[src/rtl/uart_vga_io_pkg.sv]
// Shared constants and state encodings for the UART/VGA terminal front end.
// The baud divider and the 640x480@60 timing numbers live here so every block agrees on them.
package uart_vga_io_pkg;

    localparam int DEFAULT_CLOCK_RATE = 24_000_000;
    localparam int DEFAULT_BAUD_RATE  = 115_200;

    // Truncating divide: clk cycles per UART bit.
    function automatic int baud_div(input int clock_rate, input int baud_rate);
        return clock_rate / baud_rate;
    endfunction

    localparam int DIV = baud_div(DEFAULT_CLOCK_RATE, DEFAULT_BAUD_RATE);

    localparam int H_VISIBLE = 640;
    localparam int H_FRONT   = 16;
    localparam int H_SYNC    = 96;
    localparam int H_BACK    = 48;
    localparam int H_TOTAL   = H_VISIBLE + H_FRONT + H_SYNC + H_BACK;

    localparam int V_VISIBLE = 480;
    localparam int V_FRONT   = 10;
    localparam int V_SYNC    = 2;
    localparam int V_BACK    = 33;
    localparam int V_TOTAL   = V_VISIBLE + V_FRONT + V_SYNC + V_BACK;

    typedef enum logic [1:0] {
        TX_IDLE,
        TX_START,
        TX_DATA,
        TX_STOP
    } tx_state_t;

    typedef enum logic [2:0] {
        RX_IDLE,
        RX_START_CHK,
        RX_DATA,
        RX_STOP,
        RX_WAIT_HIGH
    } rx_state_t;

endpackage

[src/rtl/uart_vga_io_bit_timer.sv]
// Loadable down-counter that pulses tick in the last cycle of a DIV (or DIV/2) period.
// A load in the tick cycle restarts the period back-to-back, so bit cells stay exactly DIV long.
module uart_bit_timer #(
    parameter int DIV = 208
) (
    input  logic clk,
    input  logic reset,
    input  logic load_full,
    input  logic load_half,
    input  logic halt,
    output logic tick
);

    localparam int W = $clog2(DIV + 1);

    logic [W-1:0] cnt_reg;
    logic         run_reg;

    assign tick = run_reg && (cnt_reg == '0);

    always_ff @(posedge clk or posedge reset) begin
        if (reset) begin
            cnt_reg <= '0;
            run_reg <= 1'b0;
        end else if (halt) begin
            run_reg <= 1'b0;
        end else if (load_full) begin
            cnt_reg <= W'(DIV - 1);
            run_reg <= 1'b1;
        end else if (load_half) begin
            cnt_reg <= W'(DIV / 2 - 1);
            run_reg <= 1'b1;
        end else if (run_reg) begin
            if (cnt_reg == '0) begin
                run_reg <= 1'b0;
            end else begin
                cnt_reg <= cnt_reg - 1'b1;
            end
        end
    end

endmodule

[src/rtl/uart_vga_io.sv]
// Terminal/video I/O front end: 8N1 UART TX, 8N1 UART RX with valid/ready, 640x480 VGA timing.
// Everything runs on clk, which is also the VGA pixel clock.
module uart_vga_io
    import uart_vga_io_pkg::*;
#(
    parameter int CLOCK_RATE = DEFAULT_CLOCK_RATE,
    parameter int BAUD_RATE  = DEFAULT_BAUD_RATE
) (
    input  logic       clk,
    input  logic       reset,
    input  logic       tx_enable,
    input  logic       tx_valid,
    input  logic [7:0] tx_data,
    output logic       tx_out,
    output logic       tx_ready,
    input  logic       rx_enable,
    input  logic       rx_in,
    input  logic       rx_ready,
    output logic [7:0] rx_data,
    output logic       rx_valid,
    output logic       rx_error,
    output logic       rx_overrun,
    output logic       hsync,
    output logic       vsync,
    output logic       display_on,
    output logic [9:0] hpos,
    output logic [9:0] vpos
);

    localparam int BIT_DIV = baud_div(CLOCK_RATE, BAUD_RATE);

    localparam logic [9:0] H_LAST   = 10'(H_TOTAL - 1);
    localparam logic [9:0] V_LAST   = 10'(V_TOTAL - 1);
    localparam logic [9:0] H_VIS    = 10'(H_VISIBLE);
    localparam logic [9:0] V_VIS    = 10'(V_VISIBLE);
    localparam logic [9:0] HS_FIRST = 10'(H_VISIBLE + H_FRONT);
    localparam logic [9:0] HS_LAST  = 10'(H_VISIBLE + H_FRONT + H_SYNC - 1);
    localparam logic [9:0] VS_FIRST = 10'(V_VISIBLE + V_FRONT);
    localparam logic [9:0] VS_LAST  = 10'(V_VISIBLE + V_FRONT + V_SYNC - 1);

    // ---------------------------------------------------------------- TX
    tx_state_t  tx_state_reg, tx_state_next;
    logic [7:0] tx_shift_reg, tx_shift_next;
    logic [2:0] tx_bit_reg, tx_bit_next;
    logic       tx_load;
    logic       tx_tick;

    uart_bit_timer #(.DIV(BIT_DIV)) u_tx_timer (
        .clk       (clk),
        .reset     (reset),
        .load_full (tx_load),
        .load_half (1'b0),
        .halt      (1'b0),
        .tick      (tx_tick)
    );

    always_ff @(posedge clk or posedge reset) begin
        if (reset) begin
            tx_state_reg <= TX_IDLE;
            tx_shift_reg <= '0;
            tx_bit_reg   <= '0;
        end else begin
            tx_state_reg <= tx_state_next;
            tx_shift_reg <= tx_shift_next;
            tx_bit_reg   <= tx_bit_next;
        end
    end

    // tx_enable only gates acceptance; a frame in flight always completes.
    always_comb begin
        tx_state_next = tx_state_reg;
        tx_shift_next = tx_shift_reg;
        tx_bit_next   = tx_bit_reg;
        tx_load       = 1'b0;
        case (tx_state_reg)
            TX_IDLE: begin
                if (tx_valid && tx_ready) begin
                    tx_state_next = TX_START;
                    tx_shift_next = tx_data;
                    tx_load       = 1'b1;
                end
            end
            TX_START: begin
                if (tx_tick) begin
                    tx_state_next = TX_DATA;
                    tx_bit_next   = '0;
                    tx_load       = 1'b1;
                end
            end
            TX_DATA: begin
                if (tx_tick) begin
                    tx_shift_next = {1'b0, tx_shift_reg[7:1]};
                    tx_load       = 1'b1;
                    if (tx_bit_reg == 3'd7) begin
                        tx_state_next = TX_STOP;
                    end else begin
                        tx_bit_next = tx_bit_reg + 3'd1;
                    end
                end
            end
            TX_STOP: begin
                if (tx_tick) begin
                    tx_state_next = TX_IDLE;
                end
            end
            default: tx_state_next = TX_IDLE;
        endcase
    end

    assign tx_ready = (tx_state_reg == TX_IDLE) && tx_enable;
    assign tx_out   = (tx_state_reg == TX_START) ? 1'b0 :
                      (tx_state_reg == TX_DATA)  ? tx_shift_reg[0] : 1'b1;

    // ---------------------------------------------------------------- RX
    rx_state_t  rx_state_reg, rx_state_next;
    logic [7:0] rx_shift_reg, rx_shift_next;
    logic [2:0] rx_bit_reg, rx_bit_next;
    logic [1:0] rx_sync_reg;
    logic       rx_line;
    logic       rx_load_full, rx_load_half, rx_tick, rx_done;
    logic [7:0] rx_data_reg;
    logic       rx_valid_reg, rx_error_reg, rx_overrun_reg;

    uart_bit_timer #(.DIV(BIT_DIV)) u_rx_timer (
        .clk       (clk),
        .reset     (reset),
        .load_full (rx_load_full),
        .load_half (rx_load_half),
        .halt      (!rx_enable),
        .tick      (rx_tick)
    );

    always_ff @(posedge clk or posedge reset) begin
        if (reset) begin
            rx_sync_reg <= 2'b11;
        end else begin
            rx_sync_reg <= {rx_sync_reg[0], rx_in};
        end
    end

    assign rx_line = rx_sync_reg[1];

    always_ff @(posedge clk or posedge reset) begin
        if (reset) begin
            rx_state_reg <= RX_IDLE;
            rx_shift_reg <= '0;
            rx_bit_reg   <= '0;
        end else begin
            rx_state_reg <= rx_state_next;
            rx_shift_reg <= rx_shift_next;
            rx_bit_reg   <= rx_bit_next;
        end
    end

    // The half-bit wait after the falling edge centres every later sample in its bit cell.
    always_comb begin
        rx_state_next = rx_state_reg;
        rx_shift_next = rx_shift_reg;
        rx_bit_next   = rx_bit_reg;
        rx_load_full  = 1'b0;
        rx_load_half  = 1'b0;
        rx_done       = 1'b0;
        case (rx_state_reg)
            RX_IDLE: begin
                if (!rx_line) begin
                    rx_state_next = RX_START_CHK;
                    rx_load_half  = 1'b1;
                end
            end
            RX_START_CHK: begin
                if (rx_tick) begin
                    if (rx_line) begin
                        rx_state_next = RX_IDLE;
                    end else begin
                        rx_state_next = RX_DATA;
                        rx_bit_next   = '0;
                        rx_load_full  = 1'b1;
                    end
                end
            end
            RX_DATA: begin
                if (rx_tick) begin
                    rx_shift_next = {rx_line, rx_shift_reg[7:1]};
                    rx_load_full  = 1'b1;
                    if (rx_bit_reg == 3'd7) begin
                        rx_state_next = RX_STOP;
                    end else begin
                        rx_bit_next = rx_bit_reg + 3'd1;
                    end
                end
            end
            RX_STOP: begin
                if (rx_tick) begin
                    rx_done       = 1'b1;
                    rx_state_next = RX_WAIT_HIGH;
                end
            end
            RX_WAIT_HIGH: begin
                if (rx_line) begin
                    rx_state_next = RX_IDLE;
                end
            end
            default: rx_state_next = RX_IDLE;
        endcase
        if (!rx_enable) begin
            rx_state_next = RX_IDLE;
            rx_load_full  = 1'b0;
            rx_load_half  = 1'b0;
            rx_done       = 1'b0;
        end
    end

    // Completion is applied after the handshake clear so a same-edge byte survives it.
    always_ff @(posedge clk or posedge reset) begin
        if (reset) begin
            rx_data_reg    <= '0;
            rx_valid_reg   <= 1'b0;
            rx_error_reg   <= 1'b0;
            rx_overrun_reg <= 1'b0;
        end else begin
            if (rx_valid_reg && rx_ready) begin
                rx_valid_reg   <= 1'b0;
                rx_error_reg   <= 1'b0;
                rx_overrun_reg <= 1'b0;
            end
            if (rx_done) begin
                if (rx_line) begin
                    if (!rx_valid_reg || rx_ready) begin
                        rx_data_reg  <= rx_shift_reg;
                        rx_valid_reg <= 1'b1;
                    end else begin
                        rx_overrun_reg <= 1'b1;
                    end
                end else begin
                    rx_error_reg <= 1'b1;
                end
            end
        end
    end

    assign rx_data    = rx_data_reg;
    assign rx_valid   = rx_valid_reg;
    assign rx_error   = rx_error_reg;
    assign rx_overrun = rx_overrun_reg;

    // ---------------------------------------------------------------- VGA
    logic [9:0] hpos_reg, vpos_reg;

    always_ff @(posedge clk or posedge reset) begin
        if (reset) begin
            hpos_reg <= '0;
            vpos_reg <= '0;
        end else if (hpos_reg == H_LAST) begin
            hpos_reg <= '0;
            vpos_reg <= (vpos_reg == V_LAST) ? 10'd0 : vpos_reg + 10'd1;
        end else begin
            hpos_reg <= hpos_reg + 10'd1;
        end
    end

    assign hpos       = hpos_reg;
    assign vpos       = vpos_reg;
    assign hsync      = !((hpos_reg >= HS_FIRST) && (hpos_reg <= HS_LAST));
    assign vsync      = !((vpos_reg >= VS_FIRST) && (vpos_reg <= VS_LAST));
    assign display_on = (hpos_reg < H_VIS) && (vpos_reg < V_VIS);

endmodule

[config.mk]
export PLATFORM = sky130hd
export DESIGN_NAME = uart_vga_io
export DESIGN_NICKNAME = d
export VERILOG_FILES = /design/src/rtl/uart_vga_io_pkg.sv /design/src/rtl/uart_vga_io_bit_timer.sv /design/src/rtl/uart_vga_io.sv
export SDC_FILE = /design/constraint.sdc
export NUM_CORES = 1
export LEC_CHECK = 0
export CAP_MARGIN = 20
export CORE_MARGIN = 3
export CORE_UTILIZATION = 28
export CTS_BUF_LIST = sky130_fd_sc_hd__clkbuf_8
export CTS_CLUSTER_DIAMETER = 30
export CTS_CLUSTER_SIZE = 10
export DETAILED_ROUTE_END_ITERATION = 10
export HOLD_SLACK_MARGIN = 0.02
export PLACE_DENSITY_LB_ADDON = 0.2
export SYNTH_ARGS = -nofsm -noshare
export SYNTH_HDL_FRONTEND = slang
export SYNTH_SLANG_ARGS = --single-unit
[constraint.sdc]
create_clock -name clk -period 2.8 [get_ports clk]
set_input_delay 0.56 -clock clk [delete_from_list [all_inputs] [get_ports clk]]
set_output_delay 0.56 -clock clk [all_outputs]
set_load 0.005 [all_outputs]
[After elaboration in Yosys (flattened, before gate mapping)]
Index checks and enable logic that the tools add are counted.
Cells by class
  reductions and logical operators: 31
  equality and inequality tests: 29
  order comparisons: 6
  mux-type cells: 69
  $add $sub $neg: 6
Operators with widths (count)
  $mux W8: 9
  $mux W3: 14
  $mux W1: 31
  $ne A2 B2 Y1 const B: 11
  $ne A3 B3 Y1 const B: 7
  $add A10 B1 Y10 const B: 2
  $eq A10 B10 Y1 const B: 2
  $mux W10: 2
  $logic_not A8 Y1: 2
  $pmux W8 S2: 1
  $sub A8 B1 Y8 const B: 2
  $pmux W3 S5: 1
  $mux W2: 6
  $pmux W3 S2: 2
  $ge A10 B10 Y1 const B: 1
  $ge A10 B9 Y1 const B: 1
  $le A10 B10 Y1 const B: 1
  $le A10 B9 Y1 const B: 1
  $lt A10 B10 Y1 const B: 1
  $lt A10 B9 Y1 const B: 1
  $reduce_and A5 Y1: 2
  $eq A3 B3 Y1 const B: 3
  $reduce_and A3 Y1: 3
  $logic_and A1 B1 Y1: 8
  17 further kinds: 27
Word-level totals
  bits in registers: 78
  output and inout port bits: 36
  input port bits: 15

[Depth between registers and ports, before layout]
  depth after elaboration: 7
  depth in mapped cells: 8

[By module]
Synthesis repeated with hierarchy kept, for this count alone.
Unflattened totals
  cell total of the unflattened synthesis: 405
  area total of the unflattened synthesis: 4072.7 um2
By module, submodules not included
  uart_vga_io: instances 1, area each 2911.5 um2, cells an instance 271
  uart_bit_timer: instances 2, area each 580.6 um2, cells an instance 67

[Worst setup path before layout]
No wires, ideal clock.
  path kind: reg-to-reg
  from: register u_rx_timer.cnt_reg[0]
  to: register u_rx_timer.cnt_reg[6]
  period minus slack after synthesis: 2.017 ns
  path slack: 0.783 ns
  arrival: 1.875 ns
  buffers on the path: 1
  cell stages (with the launch flop): 9
  cell sequence: dfrtp_1 inv_1 ha_1 or4b_2 clkbuf_1 o21ai_0 o21a_1 or4_1 nand3_1
On the way
  cells in the longest elaborated chain, start to end: 7
Ends and longest elaborated chain
  start, declared: RTL line uart_vga_io_bit_timer.sv:16  | logic [W-1:0] cnt_reg;
  start signal, assigned: RTL line uart_vga_io_bit_timer.sv:28  | cnt_reg <= W'(DIV - 1);
  start signal, assigned: RTL line uart_vga_io_bit_timer.sv:31  | cnt_reg <= W'(DIV / 2 - 1);
  start signal, assigned: RTL line uart_vga_io_bit_timer.sv:37  | cnt_reg <= cnt_reg - 1'b1;
  branches (longest 7 deep; another with $sub A8 B1 Y8)
Several ways; the timed one is not identified. The select of a mux whose other input is x is not followed.
A chain may end at the register's enable or synchronous reset.

[Worst setup path after layout]
  from: register vpos_reg[6], in the netlist vpos[6]
  to: output display_on
On the way
  cells in the longest elaborated chain, start to end: 2
Ends and longest elaborated chain
  start, declared: RTL line uart_vga_io.sv:247  | logic [9:0] hpos_reg, vpos_reg;
  start signal, assigned: RTL line uart_vga_io.sv:255  | vpos_reg <= (vpos_reg == V_LAST) ? 10'd0 : vpos_reg + 10'd1;
  $lt A10 B9 Y1: RTL line uart_vga_io.sv:265  | assign display_on = (hpos_reg < H_VIS) && (vpos_reg < V_VIS);
  $logic_and A1 B1 Y1: RTL line uart_vga_io.sv:265
  end, declared: RTL line uart_vga_io.sv:25  | output logic display_on,
Every way passes these cells.

==> impl_metrics.toml <==
[power_and_ir_drop]
p_int_w = 0.00163
sequentialPowerShare_pct = 54.4
p_sw_share_pct = 23.8
ir_worst_vdd_mv = 0.218
p_per_area_nw_per_um2 = 436
p_leak_nw = 2.12
p_total_w = 0.00213
p_comb_share_pct = 5.4
p_switching_w = 0.000507
clock_power_share_pct = 40.1

[timing]
fin_ws_ns = 0.352
rsz0062_at_grt = "false"
setup_viol = 0
skew_ns = 0.00903
slew_headroom_pct = 59.2
tightest_slew_ns = 0.612
timing.fmax_mhz = 409
setup_tns_ns = 0
finalHoldViolations = 0
period_share_pct = 87.4
fin_crit_ns = 2.45
slew_viol_final = 0

[global_routing]
grt_pass1_wl_um = 13700
track_usage_pct = 10.5
gr-total-overflow = 0
grt_max_degree = 40
grt_pass1_vias = 2889
grt_antenna_before_repair = 0

[cts]
clkTransAtPathRegs_ns = 0.08
cts_resized = 0
post_cts_buffers = 0
root_buffer = "clkbuf_8"
cts_buffers = 9
cts_num_sinks = 78
h-tree-depth = 3
clkLatencyLatePin_ns = 0.36
cts_tree = "built"
clock_path_buffers = 2
postCtsHoldBufs = 0

[final_layout]
antennaDiodeCount = 0
areaGrowthSynthToFinish_pct = 23.1
drive_gt1_share_pct = 12.2
nNetsFinal = 480
final_util_pct = 36.1

[min_path]
hp-class = "reg -> reg"

[floorplanning]
coreArea_um2 = 13600
fp.dieArea_um2 = 15700
rows = 42
fp.dieW_um = 125
ioPinCount = 51
dieHeight_um = 125
start_util_pct = 29.3

[detailed_routing]
highest_layer = "met4"
ant_nets = 0
drtIter0Drc = 131
met2_length_um = 3730
drc = 0
dr.pass1.iters = 4
wl_um = 8130
drt-met1-wl_um = 3910
viasPerCell = 4.75
wire_per_inst_um = 12.9
vias = 2984
met3RoutedLength_um = 369

[yosys]
async_flop_share_pct = 100
synth-compound-area-share_pct = 11.1
post_synth_mux_area_share_pct = 6.68
synth.cell_area_um2 = 3970
netlist_instances = 392
yosysTopAreaCell = "dfrtp_1"
synthAdderAreaFrac_pct = 5.67
synth_top_area_share_pct = 47.9
synth-simple-area-share_pct = 20.5
synth_commonest_cells = "dfrtp_1, nand2_1, nor2_1, o21ai_0, mux2_2"
synthXorXnorAreaFrac_pct = 3.97
synth_most_common_cell = "dfrtp_1"
synth_edf_count = 0
synth_top_family_by_area = "simple AND/OR/NAND/NOR gates"
synth.distinct_cells = 58
synthTopCellsByArea = "dfrtp_1, ha_1, mux2_2"
synthFlopType = "dfrtp_1"
yosysWarnings = 0
syn_avg_cell_area_um2 = 10.1
seq_area_frac_synth_pct = 49.2
synth_fp_nets = 425
ys_ff_latch = 78

[critical_path]
crit_path_max_fanout = 5
cp-end-kind = "output port"
reg2reg_slack_ns = 0.55
worstPathCellList = "and3_1 -> and2_1 -> nor3_1 -> clkdlybuf4s50_1"
cp-start-kind = "register"
crit_required_ns = 2.24
slowest_stage = "clkdlybuf4s50_1"
critical_path_arrival_ns = 1.89
crit_buf_inv = 1
crit_path_max_incr_delay_ns = 0.54
path_class = "reg -> out"
cp_top_family = "simple AND/OR/NAND/NOR gates"

[job]
drv_cap = 0

[placed_design]
io_buffers = 50
place_ws_ns = 0.498
place_congestion = 0.773
dp_hpwl_um = 5800

[status]
outcome = "completed"
## kinds of logic after synthesis
group / count (synthesis)
xor gates and xnor gates: 18
and+or+nand+nor: 158
AOI/OAI and AO/OA: 67
muxes: 24
DFF: 78
buffers and inverters: 29
adders and majority gates: 18
## final timing paths
path,from,to,depth (start not counted)
min,rx_sync_reg[0],rx_sync_reg[1],0
min reg2reg,rx_sync_reg[0],rx_sync_reg[1],0
min in group asynchronous,reset,tx_state_reg[1],2
max reg2reg,u_rx_timer.cnt_reg[0],rx_bit_reg[1],6
max in group asynchronous,reset,u_rx_timer.cnt_reg[0],3
max,vpos[6],display_on,4
## final cells by class
type	instances	area (um2)
clock inverters	6	62.6
flip-flops and latches	78	1950
inverters	19	72.6
multi-input cells	285	1900
well taps	176	220
repair buffers	54	543
clock buffers	10	138
fillers	1388	8670
## metal layers
| metal | GRT usage [%] | vias to the layer above |
|---|---|---|
| li1 | - | 1487 |
| met1 | 13.7 | 1442 |
| met2 | 16.4 | 47 |
| met3 | 3.50 | 8 |
| met4 | 4.08 | 0 |
| met5 | 0 | - |
## cell usage in the layout (no fill, tap or decap), types with 4 or more instances in the layout
| master | n |
|---|---|
| nand2_1 | 46 |
| xnor2_1 | 12 |
| inv_1 | 19 |
| mux2i_1 | 4 |
| clkbuf_8 | 10 |
| nor2_1 | 33 |
| and3_1 | 4 |
| dfrtp_1 | 76 |
| and2_1 | 6 |
| xor2_1 | 6 |
| nand3_1 | 15 |
| a31oi_1 | 4 |
| o21ai_0 | 21 |
| nor3_1 | 12 |
| o31ai_1 | 4 |
| a21oi_1 | 8 |
| o211ai_1 | 4 |
| mux2_2 | 20 |
| nand4_1 | 7 |
| clkdlybuf4s50_1 | 50 |
| o22ai_1 | 8 |
| nor2b_1 | 6 |
| ha_1 | 18 |
## power groups by stage
stage | logic [W] | clock network (W) | registers (W)
5_1_grt | 0.000133 | 0.000934 | 0.00116
3_3_place_gp | 0.000116 | 0 | 0.00118
6_report | 0.000116 | 0.000856 | 0.00116
2_1_floorplan | 0.0000735 | 0 | 0.00118
3_5_place_dp | 0.000120 | 0 | 0.00118
4_1_cts | 0.000120 | 0.000906 | 0.00116
## stage by stage
step / instances / hold slack [ns] / instance area [um2]
after global routing: 628 / 0.364 / 4890
after global placement: 612 / 0.347 / 4690
after detailed placement: 612 / 0.349 / 4690
after CTS: 628 / 0.362 / 4890
final: 628 / 0.360 / 4890
after floorplan: 392 / 0.345 / 3970
(Power assumes the default switching activity.)
==> edit (same settings) <==
Register the outputs `hsync` and `vsync`, with the module's reset; this adds one clock of latency there. The other outputs are not delayed to match.
--- a/src/rtl/uart_vga_io.sv
+++ b/src/rtl/uart_vga_io.sv
@@ -260,8 +260,15 @@
 
     assign hpos       = hpos_reg;
     assign vpos       = vpos_reg;
-    assign hsync      = !((hpos_reg >= HS_FIRST) && (hpos_reg <= HS_LAST));
-    assign vsync      = !((vpos_reg >= VS_FIRST) && (vpos_reg <= VS_LAST));
+    always_ff @(posedge clk or posedge reset) begin
+        if (reset) begin
+            hsync <= '0;
+            vsync <= '0;
+        end else begin
+            hsync <= !((hpos_reg >= HS_FIRST) && (hpos_reg <= HS_LAST));
+            vsync <= !((vpos_reg >= VS_FIRST) && (vpos_reg <= VS_LAST));
+        end
+    end
     assign display_on = (hpos_reg < H_VIS) && (vpos_reg < V_VIS);
 
 endmodule
Behaviour: not the same (a bounded check fails within 4 cycles, from zero or initial values and one cycle with reset high).
==> edit against the original RTL <==
- area after synthesis is 4.5% higher
- setup slack worse by 34 ps
- highest routed layer unchanged
- first-iteration DRC count is 19% higher
- final cell count is 0.32% lower
- cell area is 4.0% higher
- routed wire length is 5.7% higher
- non-clock buffer count is 2 higher
- sequential share of layout area is 0.55 points lower
- sequential cell count is 2 higher
Power is not compared: it rests on default switching activity, and its combinational part moved more than twofold at a synthesized area within 25%.
==> edit: results (changes against the original RTL) <==
routability cong.=0.827 (+7.0%); fraction of synthesized area in multiplexers=7.59% (+0.92 points); crit path from=tx_state_reg[0]$_DFFE_PP0P_; HPWL after detailed placement=6090 um (+5.0%); Via Count=3080 (+3.2%); share of layout cells above drive strength 1=14.8% (+2.6 points); nets=474 (-1.3%); data arrival time of the critical path=1920 ps (+30 ps); multi-input gates=271 (-4.9%); vias in the first global route=3000 (+3.8%); largest net degree at the start of global routing=36 (-10%); status=finished, final reports clean; Synth area leaders=dfrtp_1 47%, ha_1 5.4%, mux2_2 3.3%, mux2_4 2.9%, nand2_1 2.6%; Cell Area, Placed=0.00488 mm2 (+4.1%); Post-Syn Nets=414 (-2.6%); Core Util, Final=35.8% (-0.27 points); Compound-Gate Fraction of Synth Area=12.7% (+1.6 points); Reg area=0.00200 mm2 (+2.6%); hold_ws=362 ps (+2.28 ps); adder-cell area share of the yosys netlist=5.42% (-0.25 points); Tightest Pin Transition=633 ps (+20.9 ps); Fmax=403 MHz (-1.4%); Seq/Total Area, Yosys=48.3% (-0.93 points); Non-clock buffer share=11.0% (-0.13 points); Yosys reg bits=80 (+2.6%); Critical Path Fanout Max=13 (+8); crit path to=tx_out; Synth Area in XOR/XNOR=3.16% (-0.80 points); final WL=8590 um (+5.7%)
edit: changes by cell type after synthesis, moves of 7 or more:
cell      change
mux2_4        +8
nor2_1       -16
nand2b_1      +8
nand2_1      -17
o22ai_1       -7
o221a_2       +7
mux2_2        -8
edit: kinds of logic (layout without fill, tap and decap cells):
logic type / after synthesis / in the layout
muxes: 26 / 26
DFF: 80 / 80
buffers and inverters: 30 / 95
adders and majority gates: 18 / 18
xor gates and xnor gates: 15 / 15
and+or+nand+nor: 138 / 138
AOI/OAI and AO/OA: 74 / 74
edit: metal layers:
| layer | routed length [um] | vias up | GRT usage, % |
|---|---|---|---|
| li1 | - | 1512 | - |
| met1 | 4150 | 1526 | 15.4 |
| met2 | 4050 | 30 | 17.0 |
| met3 | 237 | 12 | 2.88 |
| met4 | 153 | 0 | 4.31 |
| met5 | 0 | - | 0 |
edit: worst max-delay path, stage by stage, from the launching register on:
cell and delay, ps:
dfrtp_1 400, inv_1 90, ha_1 360, a21oi_1 200, clkdlybuf4s50_1 520
